### src/rtl/pc_fetch_ctrl_if.sv
// Fetch-side handshake bundle between the PC stage, the instruction memory port and decode.
// The PC stage drives through the slave modport; the environment (memory/exec/decode) uses master.
`ifndef size_X_LEN
`define size_X_LEN 32
`endif

interface pc_fetch_ctrl_if;
    logic                   stall_IF_i;
    logic                   stall_EXEC_i;
    logic                   branch_taken_i;
    logic [`size_X_LEN-1:0] branch_target_i;
    logic                   halt_i;
    logic                   fetch_retire_i;
    logic [`size_X_LEN-1:0] pc_o;
    logic                   pc_valid_o;
    logic                   abort_rvalid_o;
    logic                   stop_request_overide_o;
    logic [`size_X_LEN-1:0] pc_decode_o;
    logic                   pc_decode_valid_o;
    logic                   misalign_o;

    modport master (
        output stall_IF_i, stall_EXEC_i, branch_taken_i, branch_target_i, halt_i, fetch_retire_i,
        input  pc_o, pc_valid_o, abort_rvalid_o, stop_request_overide_o,
               pc_decode_o, pc_decode_valid_o, misalign_o
    );

    modport slave (
        input  stall_IF_i, stall_EXEC_i, branch_taken_i, branch_target_i, halt_i, fetch_retire_i,
        output pc_o, pc_valid_o, abort_rvalid_o, stop_request_overide_o,
               pc_decode_o, pc_decode_valid_o, misalign_o
    );
endinterface

### src/rtl/pc_fetch_ctrl.sv
// PC generator for instruction fetch with in-flight PC tracking for decode.
// Latency: pc_o advances one cycle after accept; pc_decode_o lags the FIFO head by one cycle.
// Backpressure: stall_IF_i/stall_EXEC_i or a full tracking FIFO hold pc_o; BRANCH_MISALIGN_CHECK_EN enables misaligned-target halt.
`ifndef size_X_LEN
`define size_X_LEN 32
`endif

module pc_fetch_fifo #(
    parameter int WIDTH = 32,
    parameter int DEPTH = 2
) (
    input  logic                   clk,
    input  logic                   reset,
    input  logic                   flush,
    input  logic                   wr_vld,
    input  logic [WIDTH-1:0]       wr_dat,
    input  logic                   rd_rdy,
    output logic [WIDTH-1:0]       rd_dat,
    output logic [$clog2(DEPTH):0] count
);
    localparam int AW = $clog2(DEPTH);
    localparam int CW = AW + 1;
    localparam logic [CW-1:0] FULL_CNT = CW'(DEPTH);

    logic [WIDTH-1:0] mem [DEPTH];
    logic [AW-1:0]    wr_ptr;
    logic [AW-1:0]    rd_ptr;
    logic             do_push;
    logic             do_pop;

    // Pop on empty is dropped; push into a full FIFO only proceeds alongside a pop.
    assign do_pop  = rd_rdy && (count != '0);
    assign do_push = wr_vld && ((count != FULL_CNT) || do_pop);
    assign rd_dat  = mem[rd_ptr];

    always_ff @(posedge clk) begin
        if (reset || flush) begin
            wr_ptr <= '0;
            rd_ptr <= '0;
            count  <= '0;
        end else begin
            if (do_push) wr_ptr <= wr_ptr + 1'b1;
            if (do_pop)  rd_ptr <= rd_ptr + 1'b1;
            case ({do_push, do_pop})
                2'b10:   count <= count + 1'b1;
                2'b01:   count <= count - 1'b1;
                default: count <= count;
            endcase
        end
    end

    always_ff @(posedge clk) begin
        if (do_push && !flush) mem[wr_ptr] <= wr_dat;
    end
endmodule

module pc_fetch_ctrl #(
    parameter logic [`size_X_LEN-1:0] RESET_PC    = '0,
    parameter int                     TRACK_DEPTH = 2
) (
    input logic          clk,
    input logic          reset,
    pc_fetch_ctrl_if.slave fif
);
    localparam int XLEN = `size_X_LEN;
    localparam int CW   = $clog2(TRACK_DEPTH) + 1;
    localparam logic [CW-1:0]   FULL_CNT   = CW'(TRACK_DEPTH);
    localparam logic [XLEN-1:0] ALIGN_MASK = {{(XLEN-2){1'b1}}, 2'b00};
    localparam logic [XLEN-1:0] PC_STEP    = XLEN'(4);

    typedef enum logic [1:0] {S_BOOT, S_RUN, S_HALT} state_t;

    state_t          state;
    state_t          state_nxt;
    logic [XLEN-1:0] pc_q;
    logic [XLEN-1:0] pc_decode_q;
    logic            pc_decode_valid_q;
    logic            pc_valid;
    logic            stop_req;
    logic            accept;
    logic            fifo_full_no_pop;
    logic            misalign_hit;
    logic [XLEN-1:0] fifo_head;
    logic [CW-1:0]   fifo_count;

`ifdef BRANCH_MISALIGN_CHECK_EN
    logic misalign_q;
    assign misalign_hit = fif.branch_taken_i && (fif.branch_target_i[1:0] != 2'b00);

    always_ff @(posedge clk) begin
        if (reset)             misalign_q <= 1'b0;
        else if (misalign_hit) misalign_q <= 1'b1;
    end
    assign fif.misalign_o = misalign_q;
`else
    assign misalign_hit   = 1'b0;
    assign fif.misalign_o = 1'b0;
`endif

    assign fifo_full_no_pop = (fifo_count == FULL_CNT) && !fif.fetch_retire_i;
    assign accept           = pc_valid && !fif.stall_IF_i && !fif.stall_EXEC_i;

    always_ff @(posedge clk) begin
        if (reset) state <= S_BOOT;
        else       state <= state_nxt;
    end

    always_comb begin
        state_nxt = state;
        pc_valid  = 1'b0;
        stop_req  = fif.branch_taken_i;
        case (state)
            S_BOOT: begin
                stop_req  = 1'b1;
                state_nxt = fif.halt_i ? S_HALT : S_RUN;
            end
            S_RUN: begin
                pc_valid = !fifo_full_no_pop && !fif.branch_taken_i;
                if (fif.halt_i) state_nxt = S_HALT;
            end
            S_HALT: begin
                stop_req = 1'b1;
            end
            default: begin
                state_nxt = S_BOOT;
            end
        endcase
        if (misalign_hit) state_nxt = S_HALT;
    end

    // Redirect has priority; the low target bits are always dropped so fetches stay word aligned.
    always_ff @(posedge clk) begin
        if (reset)                   pc_q <= RESET_PC;
        else if (fif.branch_taken_i) pc_q <= fif.branch_target_i & ALIGN_MASK;
        else if (accept)             pc_q <= pc_q + PC_STEP;
    end

    pc_fetch_fifo #(
        .WIDTH (XLEN),
        .DEPTH (TRACK_DEPTH)
    ) u_track_fifo (
        .clk    (clk),
        .reset  (reset),
        .flush  (fif.branch_taken_i),
        .wr_vld (accept),
        .wr_dat (pc_q),
        .rd_rdy (fif.fetch_retire_i),
        .rd_dat (fifo_head),
        .count  (fifo_count)
    );

    always_ff @(posedge clk) begin
        if (reset) begin
            pc_decode_q       <= '0;
            pc_decode_valid_q <= 1'b0;
        end else begin
            pc_decode_q       <= fifo_head;
            pc_decode_valid_q <= (fifo_count != '0);
        end
    end

    assign fif.pc_o                   = pc_q;
    assign fif.pc_valid_o             = pc_valid;
    assign fif.abort_rvalid_o         = fif.branch_taken_i;
    assign fif.stop_request_overide_o = stop_req;
    assign fif.pc_decode_o            = pc_decode_q;
    assign fif.pc_decode_valid_o      = pc_decode_valid_q;
endmodule

### src/flat_wrapper.sv
// flat-port wrapper written by rule: the top's interface ports become plain ports
module pc_fetch_ctrl_flat 
#(
    parameter logic [`size_X_LEN-1:0] RESET_PC    = '0,
    parameter int                     TRACK_DEPTH = 2
)
  (clk, reset, fif_stall_IF_i, fif_stall_EXEC_i, fif_branch_taken_i, fif_branch_target_i, fif_halt_i, fif_fetch_retire_i, fif_pc_o, fif_pc_valid_o, fif_abort_rvalid_o, fif_stop_request_overide_o, fif_pc_decode_o, fif_pc_decode_valid_o, fif_misalign_o);
  pc_fetch_ctrl_if fif_i ();
  input logic clk;
  input logic reset;
  input wire logic [$bits(fif_i.stall_IF_i)-1:0] fif_stall_IF_i;
  input wire logic [$bits(fif_i.stall_EXEC_i)-1:0] fif_stall_EXEC_i;
  input wire logic [$bits(fif_i.branch_taken_i)-1:0] fif_branch_taken_i;
  input wire logic [$bits(fif_i.branch_target_i)-1:0] fif_branch_target_i;
  input wire logic [$bits(fif_i.halt_i)-1:0] fif_halt_i;
  input wire logic [$bits(fif_i.fetch_retire_i)-1:0] fif_fetch_retire_i;
  output wire logic [$bits(fif_i.pc_o)-1:0] fif_pc_o;
  output wire logic [$bits(fif_i.pc_valid_o)-1:0] fif_pc_valid_o;
  output wire logic [$bits(fif_i.abort_rvalid_o)-1:0] fif_abort_rvalid_o;
  output wire logic [$bits(fif_i.stop_request_overide_o)-1:0] fif_stop_request_overide_o;
  output wire logic [$bits(fif_i.pc_decode_o)-1:0] fif_pc_decode_o;
  output wire logic [$bits(fif_i.pc_decode_valid_o)-1:0] fif_pc_decode_valid_o;
  output wire logic [$bits(fif_i.misalign_o)-1:0] fif_misalign_o;
  assign fif_i.stall_IF_i = fif_stall_IF_i;
  assign fif_i.stall_EXEC_i = fif_stall_EXEC_i;
  assign fif_i.branch_taken_i = fif_branch_taken_i;
  assign fif_i.branch_target_i = fif_branch_target_i;
  assign fif_i.halt_i = fif_halt_i;
  assign fif_i.fetch_retire_i = fif_fetch_retire_i;
  assign fif_pc_o = fif_i.pc_o;
  assign fif_pc_valid_o = fif_i.pc_valid_o;
  assign fif_abort_rvalid_o = fif_i.abort_rvalid_o;
  assign fif_stop_request_overide_o = fif_i.stop_request_overide_o;
  assign fif_pc_decode_o = fif_i.pc_decode_o;
  assign fif_pc_decode_valid_o = fif_i.pc_decode_valid_o;
  assign fif_misalign_o = fif_i.misalign_o;
  pc_fetch_ctrl #(.RESET_PC(RESET_PC), .TRACK_DEPTH(TRACK_DEPTH)) u_core (.clk(clk), .reset(reset), .fif(fif_i));
endmodule
### config.mk
export PLATFORM = sky130hd
export DESIGN_NAME = pc_fetch_ctrl_flat
export DESIGN_NICKNAME = d
export VERILOG_FILES = /design/src/rtl/pc_fetch_ctrl_if.sv /design/src/rtl/pc_fetch_ctrl.sv /design/src/flat_wrapper.sv
export SDC_FILE = /design/constraint.sdc
export NUM_CORES = 1
export LEC_CHECK = 0
export CAP_MARGIN = 20
export CORE_MARGIN = 2
export CORE_UTILIZATION = 50
export CTS_CLUSTER_DIAMETER = 30
export CTS_CLUSTER_SIZE = 25
export DETAILED_ROUTE_END_ITERATION = 8
export PLACE_DENSITY = 0.76
export SYNTH_ARGS = -nofsm -noshare
export SYNTH_HDL_FRONTEND = slang
export SYNTH_SLANG_ARGS = --single-unit
### constraint.sdc
create_clock -name clk -period 3.2 [get_ports clk]
set_input_delay 0.32 -clock clk [delete_from_list [all_inputs] [get_ports clk]]
set_output_delay 0.32 -clock clk [all_outputs]
set_load 0.005 [all_outputs]
==> results.cfg, run 1 <==
[setup_path]
worst_ep_required_time_ns = 3.62
path_max_fanout = 7
endpoint_kind = flop
timing.critical_path.arrival_ns = 2.92
timing.reg2reg.setup_slack_ns = 0.70
worstReg2RegStart = u_core.state[1]
reg2reg_to = u_core.fif.pc_o[15]
timing.critical_path.from_type = flop
timing.setup.critical_path_class = reg -> reg
timing.reg2reg.worst_path_depth = 4

[global_routing]
groute.usage.overall_pct = 22.8
busiest_layer = met2
grt_first_pass_wirelength_mm = 19.5
met1_usage_pct = 28.4
antenna_found_initial = 0
globalRouteMet2Util_pct = 38.0
grt_use_met3_pct = 5.50
first_global_vias = 3940
largest_net_degree_at_the_start_of_global_routing = 70
grt_overflow_total = 0

[timing]
whs_ns = 0.232
period_minus_slack_ns = 2.50
rsz0062_at_grt = false
number_of_failing_setup_endpoints_in_the_final_timing_report = 0
slew_headroom_pct = 31.1
clock-skew-final_ns = 0.00990
max_freq_mhz = 400
maxSlewViolCount = 0
final.setup.tns_ns = 0
finalCritPeriodShare_pct = 78.2
report.final.hold_viol_count = 0
transition_at_the_pin_with_the_smallest_max_transition_slack_ns = 1.03

[clock_tree]
cts_root_buffer = sky130_fd_sc_hd__clkbuf_8
cts.repair_timing.setup_buffer_count = 0
tritoncts.num_buffers = 17
cts_tree = done
cts.hold.buffers_added = 0
post_cts_resize_count = 0
clock_latency_at_the_later_pin_of_the_worst_skew_pair_ns = 0.51
cts.path.max_buffers = 2
clkTransAtPathRegs_ns = 0.06
clock_sink_count = 127
ctsHtreeMaxLevel = 4

[power]
part_of_the_power_in_the_clock_network_pct = 46.4
total_leakage_power_nw = 2.28
power.sequential.fraction_pct = 47.2
total_switching_power_mw = 0.831
swShare_pct = 21.6
internal_power_mw = 3.02
ir_worst_vdd_uv = 310
p_per_area_nw_per_um2 = 561
pwr-share-comb_pct = 6.4

[yosys]
netlist_instances = 453
yosys_warning_count = 0
synth_edf_count = 60
synth_top_area_share_pct = 35.0
synth.cell_area_um2 = 5150
synth_cell_type_count = 53
ys_async_sr_fraction_pct = 0
synth_top_area_cell = sky130_fd_sc_hd__edfxtp_1
synth_top_flop_cell = sky130_fd_sc_hd__dfxtp_1
postSynthRegisterBits = 127
synth.top_cells.by_area = sky130_fd_sc_hd__edfxtp_1 35%, sky130_fd_sc_hd__dfxtp_1 26%, sky130_fd_sc_hd__mux2i_1 6.2%
syn_area_per_cell_um2 = 11.4
post_synthesis_sequential_area_ratio_pct = 61.0

[finish]
finalNetCount = 598
layout.cells.most_common = sky130_fd_sc_hd__clkdlybuf4s50_1
final_cell_mix = 99 x sky130_fd_sc_hd__clkdlybuf4s50_1, 66 x sky130_fd_sc_hd__dfxtp_1, 60 x sky130_fd_sc_hd__edfxtp_1
multi_input_comb_area_um2 = 1840
areaGrowthSynthToFinish_pct = 33.0
antenna_diode_count = 0
final_area_um2 = 6860
layout.cells.non_filler = 706
fraction_of_final_layout_cells_with_drive_strength_greater_than_1_pct = 10.0
seq_area_um2 = 3140
fill_cells = 768

[drt]
route.detailed.drc = 0
drt_pass1_iterations = 5
post_drt_via_cell_ratio = 5.69
drt-initial-drc-count = 265
detailroute.via_count = 4018
detail_route.wirelength_mm = 12.2
postRouteAntennaNets = 0
routedWlPerCell_um = 17.3

[placed_design]
routabilityCongestion = 0.897
hpwl_reported_at_the_end_of_detailed_placement_mm = 8.05
detailed_place.area_um2 = 6300
place.detailed.instances = 674
input_output_buffers = 100

[floorplan]
fp.dieArea_um2 = 11100
core-area_um2 = 10200
die_width_um = 106
placementRows = 37
io_pins = 108
initial_utilization_pct = 50.6
die_height_um = 106

[worst_hold_path]
min-delay-start = reset
worstHoldPathType = in -> reg
hold_end = u_core.u_track_fifo.rd_ptr
hold_depth = 3

[job]
max_cap_violations = 0

[status]
run_status = completed
-- sequential cells by signal (all words and copies together) (netlist names) --
register	cells
u_core.u_track_fifo.wr_ptr	1
u_core.fif.pc_decode_o	30
u_core.state	2
u_core.fif.pc_o	30
u_core.u_track_fifo.count	2
u_core.u_track_fifo.mem	60
u_core.u_track_fifo.rd_ptr	1
u_core.fif.pc_decode_valid_o	1
-- cell type report --
type	count	area share [%]
clock buffers	20	6.35
clock inverters	12	1.73
well taps	136	2.48
multi-input cells	285	26.8
repair buffers	115	16.2
flip-flops and latches	127	45.8
inverters	11	0.602
-- synthesized netlist by cell type, types with 3 or more instances --
cell                       number
sky130_fd_sc_hd__nand3_1       15
sky130_fd_sc_hd__o211ai_1       4
sky130_fd_sc_hd__a21oi_1        7
sky130_fd_sc_hd__nor3b_1        4
sky130_fd_sc_hd__and3_1         3
sky130_fd_sc_hd__clkbuf_1      22
sky130_fd_sc_hd__inv_1         11
sky130_fd_sc_hd__xor2_1         3
sky130_fd_sc_hd__nand2_1       19
sky130_fd_sc_hd__or3_1          9
sky130_fd_sc_hd__buf_4          6
sky130_fd_sc_hd__or2_2          4
sky130_fd_sc_hd__and2_1         4
sky130_fd_sc_hd__dfxtp_1       67
sky130_fd_sc_hd__o21ai_0        6
sky130_fd_sc_hd__a211oi_1       6
sky130_fd_sc_hd__nor3_1         9
sky130_fd_sc_hd__o21bai_1       4
sky130_fd_sc_hd__edfxtp_1      60
sky130_fd_sc_hd__nand4_1       10
sky130_fd_sc_hd__nor4_1         9
sky130_fd_sc_hd__o31ai_1        6
sky130_fd_sc_hd__mux2i_1       32
sky130_fd_sc_hd__o311ai_0       5
sky130_fd_sc_hd__xnor2_1        7
sky130_fd_sc_hd__a311oi_1       8
sky130_fd_sc_hd__nand4b_1       5
sky130_fd_sc_hd__or4_1          6
sky130_fd_sc_hd__a31oi_1        6
sky130_fd_sc_hd__nor2_1        60
sky130_fd_sc_hd__buf_1          5
-- power by group through the flow --
stage	Sequential [mW]	Clock, mW	Combinational [mW]
after floorplan	1.83	0	0.0971
after global placement	1.85	0	0.240
after detailed placement	1.85	0	0.245
after CTS	1.81	1.81	0.247
after global routing	1.82	1.88	0.268
final	1.82	1.78	0.246
-- metrics by stage --
stage	power, mW	utilization (%)	setup slack [ns]
final	3.85	67.3	0.697
after global routing	3.97	67.3	0.599
after CTS	3.87	67.3	0.717
after detailed placement	2.09	61.9	0.346
after global placement	2.09	61.9	0.422
after floorplan	1.93	-	0.414
-- worst max path at each step --
stage	startpoint	end	slack (ns)	cells past startpoint
2_1_floorplan	fif_branch_taken_i	u_core.u_track_fifo.mem[0][10]	0.41	5
3_3_place_gp	fif_stall_IF_i	u_core.fif.pc_o[15]	0.42	5
3_5_place_dp	fif_stall_IF_i	u_core.fif.pc_o[15]	0.35	5
4_1_cts	u_core.fif.pc_o[7]	u_core.fif.pc_o[21]	0.72	4
5_1_grt	u_core.fif.pc_o[7]	u_core.fif.pc_o[21]	0.60	4
6_report	u_core.state[1]	u_core.fif.pc_o[15]	0.70	4
-- layer usage --
metal | vias up | wire length, µm
met4 | 0 | 155
met5 | - | 0
met3 | 15 | 752
met1 | 1935 | 5090
met2 | 164 | 6220
li1 | 1904 | -
-- critical path, cell delays in order, from the launching register on --
cell	delay, ns
sky130_fd_sc_hd__dfxtp_1	0.35
sky130_fd_sc_hd__or4b_4	0.56
sky130_fd_sc_hd__or4_1	0.67
sky130_fd_sc_hd__or4_1	0.56
sky130_fd_sc_hd__a311oi_1	0.26
-- cell families after synthesis --
logic type	count (synthesis)	share of synthesized area, %
fa+ha+maj	2	0.485
flops	127	61.0
xor+xnor	10	1.70
other cells	1	0.0727
compound gates	68	9.85
simple gates	168	17.0
buf+inv	45	3.74
mux	32	6.21
Note: power is estimated with default switching activity, not from simulation.
==> inputs of run 2 (changes only) <==
==> constraint.sdc (replaced) <==
create_clock -name clk -period 2.4 [get_ports clk]
set_input_delay 0.24 -clock clk [delete_from_list [all_inputs] [get_ports clk]]
set_output_delay 0.24 -clock clk [all_outputs]
set_load 0.005 [all_outputs]
==> results.cfg, run 2 (same netlist as run 1, synthesis figures left out) <==
[finish]
largest_register_ff_count = 60
layout.cells.non_filler = 732
areaGrowthSynthToFinish_pct = 38.1
antenna_diode_count = 0
final_core_util_pct = 69.9
fraction_of_final_layout_cells_with_drive_strength_greater_than_1_pct = 13.9
finalNetCount = 624
largest-register = u_core.u_track_fifo.mem
layout.cells.most_common = sky130_fd_sc_hd__clkdlybuf4s50_1
final_cell_mix = 99 x sky130_fd_sc_hd__clkdlybuf4s50_1, 66 x sky130_fd_sc_hd__dfxtp_1, 60 x sky130_fd_sc_hd__edfxtp_1

[setup_path]
path_max_fanout = 3
timing.reg2reg.worst_path_depth = 4
timing.critical_path.arrival_ns = 2.71
reg2reg_to = u_core.fif.pc_o[15]
worstReg2RegStart = u_core.state[1]
timing.setup.critical_path_class = reg -> reg
endpoint_kind = flop
timing.reg2reg.setup_slack_ns = 0.13
worst_ep_required_time_ns = 2.84
timing.critical_path.from_type = flop

[timing]
report.final.hold_viol_count = 0
slew_headroom_pct = 62.8
transition_at_the_pin_with_the_smallest_max_transition_slack_ns = 0.558
rsz0062_at_grt = false
clock-skew-final_ns = 0.00642
number_of_failing_setup_endpoints_in_the_final_timing_report = 0
max_freq_mhz = 441
maxSlewViolCount = 0
period_minus_slack_ns = 2.27
finalCritPeriodShare_pct = 94.5

[floorplan]
die_height_um = 106
io_pins = 108
initial_utilization_pct = 50.6
core-area_um2 = 10200
placementRows = 37
die_width_um = 106
fp.dieArea_um2 = 11100

[worst_hold_path]
min-delay-start = reset
worstHoldPathType = in -> reg
hold_depth = 3
hold_end = u_core.u_track_fifo.rd_ptr

[placed_design]
input_output_buffers = 100
hpwl_reported_at_the_end_of_detailed_placement_mm = 8.51
place.detailed.instances = 700
routabilityCongestion = 0.859

[clock_tree]
cts_tree = done
ctsHtreeMaxLevel = 4
cts.repair_timing.setup_buffer_count = 0
tritoncts.num_buffers = 17
clock_sink_count = 127
clock_latency_at_the_later_pin_of_the_worst_skew_pair_ns = 0.53
post_cts_resize_count = 0
cts.path.max_buffers = 2
clkTransAtPathRegs_ns = 0.06
cts.hold.buffers_added = 0
cts_root_buffer = sky130_fd_sc_hd__clkbuf_8

[global_routing]
grt_first_pass_wirelength_mm = 20.4
first_global_vias = 4028
largest_net_degree_at_the_start_of_global_routing = 45
groute.usage.overall_pct = 23.8
grt_overflow_total = 0
antenna_found_initial = 0

[drt]
postRouteAntennaNets = 0
drt-initial-drc-count = 307
detailroute.via_count = 4199
detail_route.wirelength_mm = 12.7
routedWlPerCell_um = 17.3
drt_pass1_iterations = 5
post_drt_via_cell_ratio = 5.74
route.detailed.drc = 0

[power]
ir_worst_vdd_uv = 434
p_per_area_nw_per_um2 = 756
total_leakage_power_nw = 2.43

[job]
max_cap_violations = 0

[status]
run_status = completed
## run 2: changes by cell type in the layout (fill, tap and decap cells not counted), sizes merged
cell / before / now
clkbuf: 20 / 22
clkinvlp: 2 / 3
bufinv: 2 / 3
buf: 16 / 42
clkinv: 8 / 4
## run 2: per-stage QoR
stage	setup slack [ns]	instance area, µm²	total power [mW]	TNS, ns	hold WS, ns
detailed placement	-0.221	6510	2.82	-0.783	0.466
global placement	-0.169	6510	2.81	-0.317	0.455
global route	0.0227	7120	5.55	0	0.130
CTS	0.131	7120	5.41	0	0.115
floorplan	-0.306	5170	2.57	-18.38	0.317
finish	0.132	7120	5.38	0	0.135
## run 2: final cells by class
cell class	count	area, µm²
Clock inverter	10	133
Inverter	11	41.3
Timing Repair Buffer	141	1320
Multi-Input combinational cell	285	1840
Tap cell	136	170
Fill cell	716	3070
Sequential cell	127	3140
Clock buffer	22	474
## run 2: worst max-delay path by stage
stage / startpoint / end / slack (ns) / cells past startpoint
finish: u_core.state[1] / u_core.fif.pc_o[15] / 0.13 / 4
floorplan: fif_branch_taken_i / u_core.u_track_fifo.mem[0][10] / -0.31 / 5
detailed placement: fif_stall_IF_i / u_core.fif.pc_o[15] / -0.22 / 5
global route: u_core.fif.pc_o[14] / u_core.fif.pc_o[21] / 0.02 / 4
CTS: u_core.state[1] / u_core.fif.pc_o[15] / 0.13 / 4
global placement: fif_stall_IF_i / u_core.fif.pc_o[15] / -0.17 / 5
## run 2: worst max-delay path: stages, from the launching register on
cell and delay (ns):
sky130_fd_sc_hd__dfxtp_1 0.31, sky130_fd_sc_hd__or4b_4 0.54, sky130_fd_sc_hd__or4_1 0.57, sky130_fd_sc_hd__or4_1 0.52
sky130_fd_sc_hd__a311oi_1 0.25
## run 2: per-layer routing
layer | vias to the layer above | part of all wire, % | GRT usage (%)
met5 | - | 0 | 0
met1 | 2022 | 42 | 30.5
li1 | 1956 | - | -
met3 | 42 | 6.0 | 5.44
met2 | 179 | 48 | 37.8
met4 | 0 | 3.2 | 12.2
## run 2: power by group
part           leakage, nW  internal (mW)  switching, mW
combinational         1.04          0.222          0.168
clock                0.292           1.69          0.909
sequential            1.10           2.33         0.0589
==> inputs of run 3 (changes only) <==
--- a/config.mk
+++ b/config.mk
@@ -11,6 +11,7 @@
 export CTS_CLUSTER_DIAMETER = 30
 export CTS_CLUSTER_SIZE = 25
 export DETAILED_ROUTE_END_ITERATION = 8
+export HOLD_SLACK_MARGIN = 0.02
 export PLACE_DENSITY = 0.76
 export SYNTH_ARGS = -nofsm -noshare
 export SYNTH_HDL_FRONTEND = slang
==> results of run 3 <==
Final layout, timing and power as in run 2 (identical DEF).
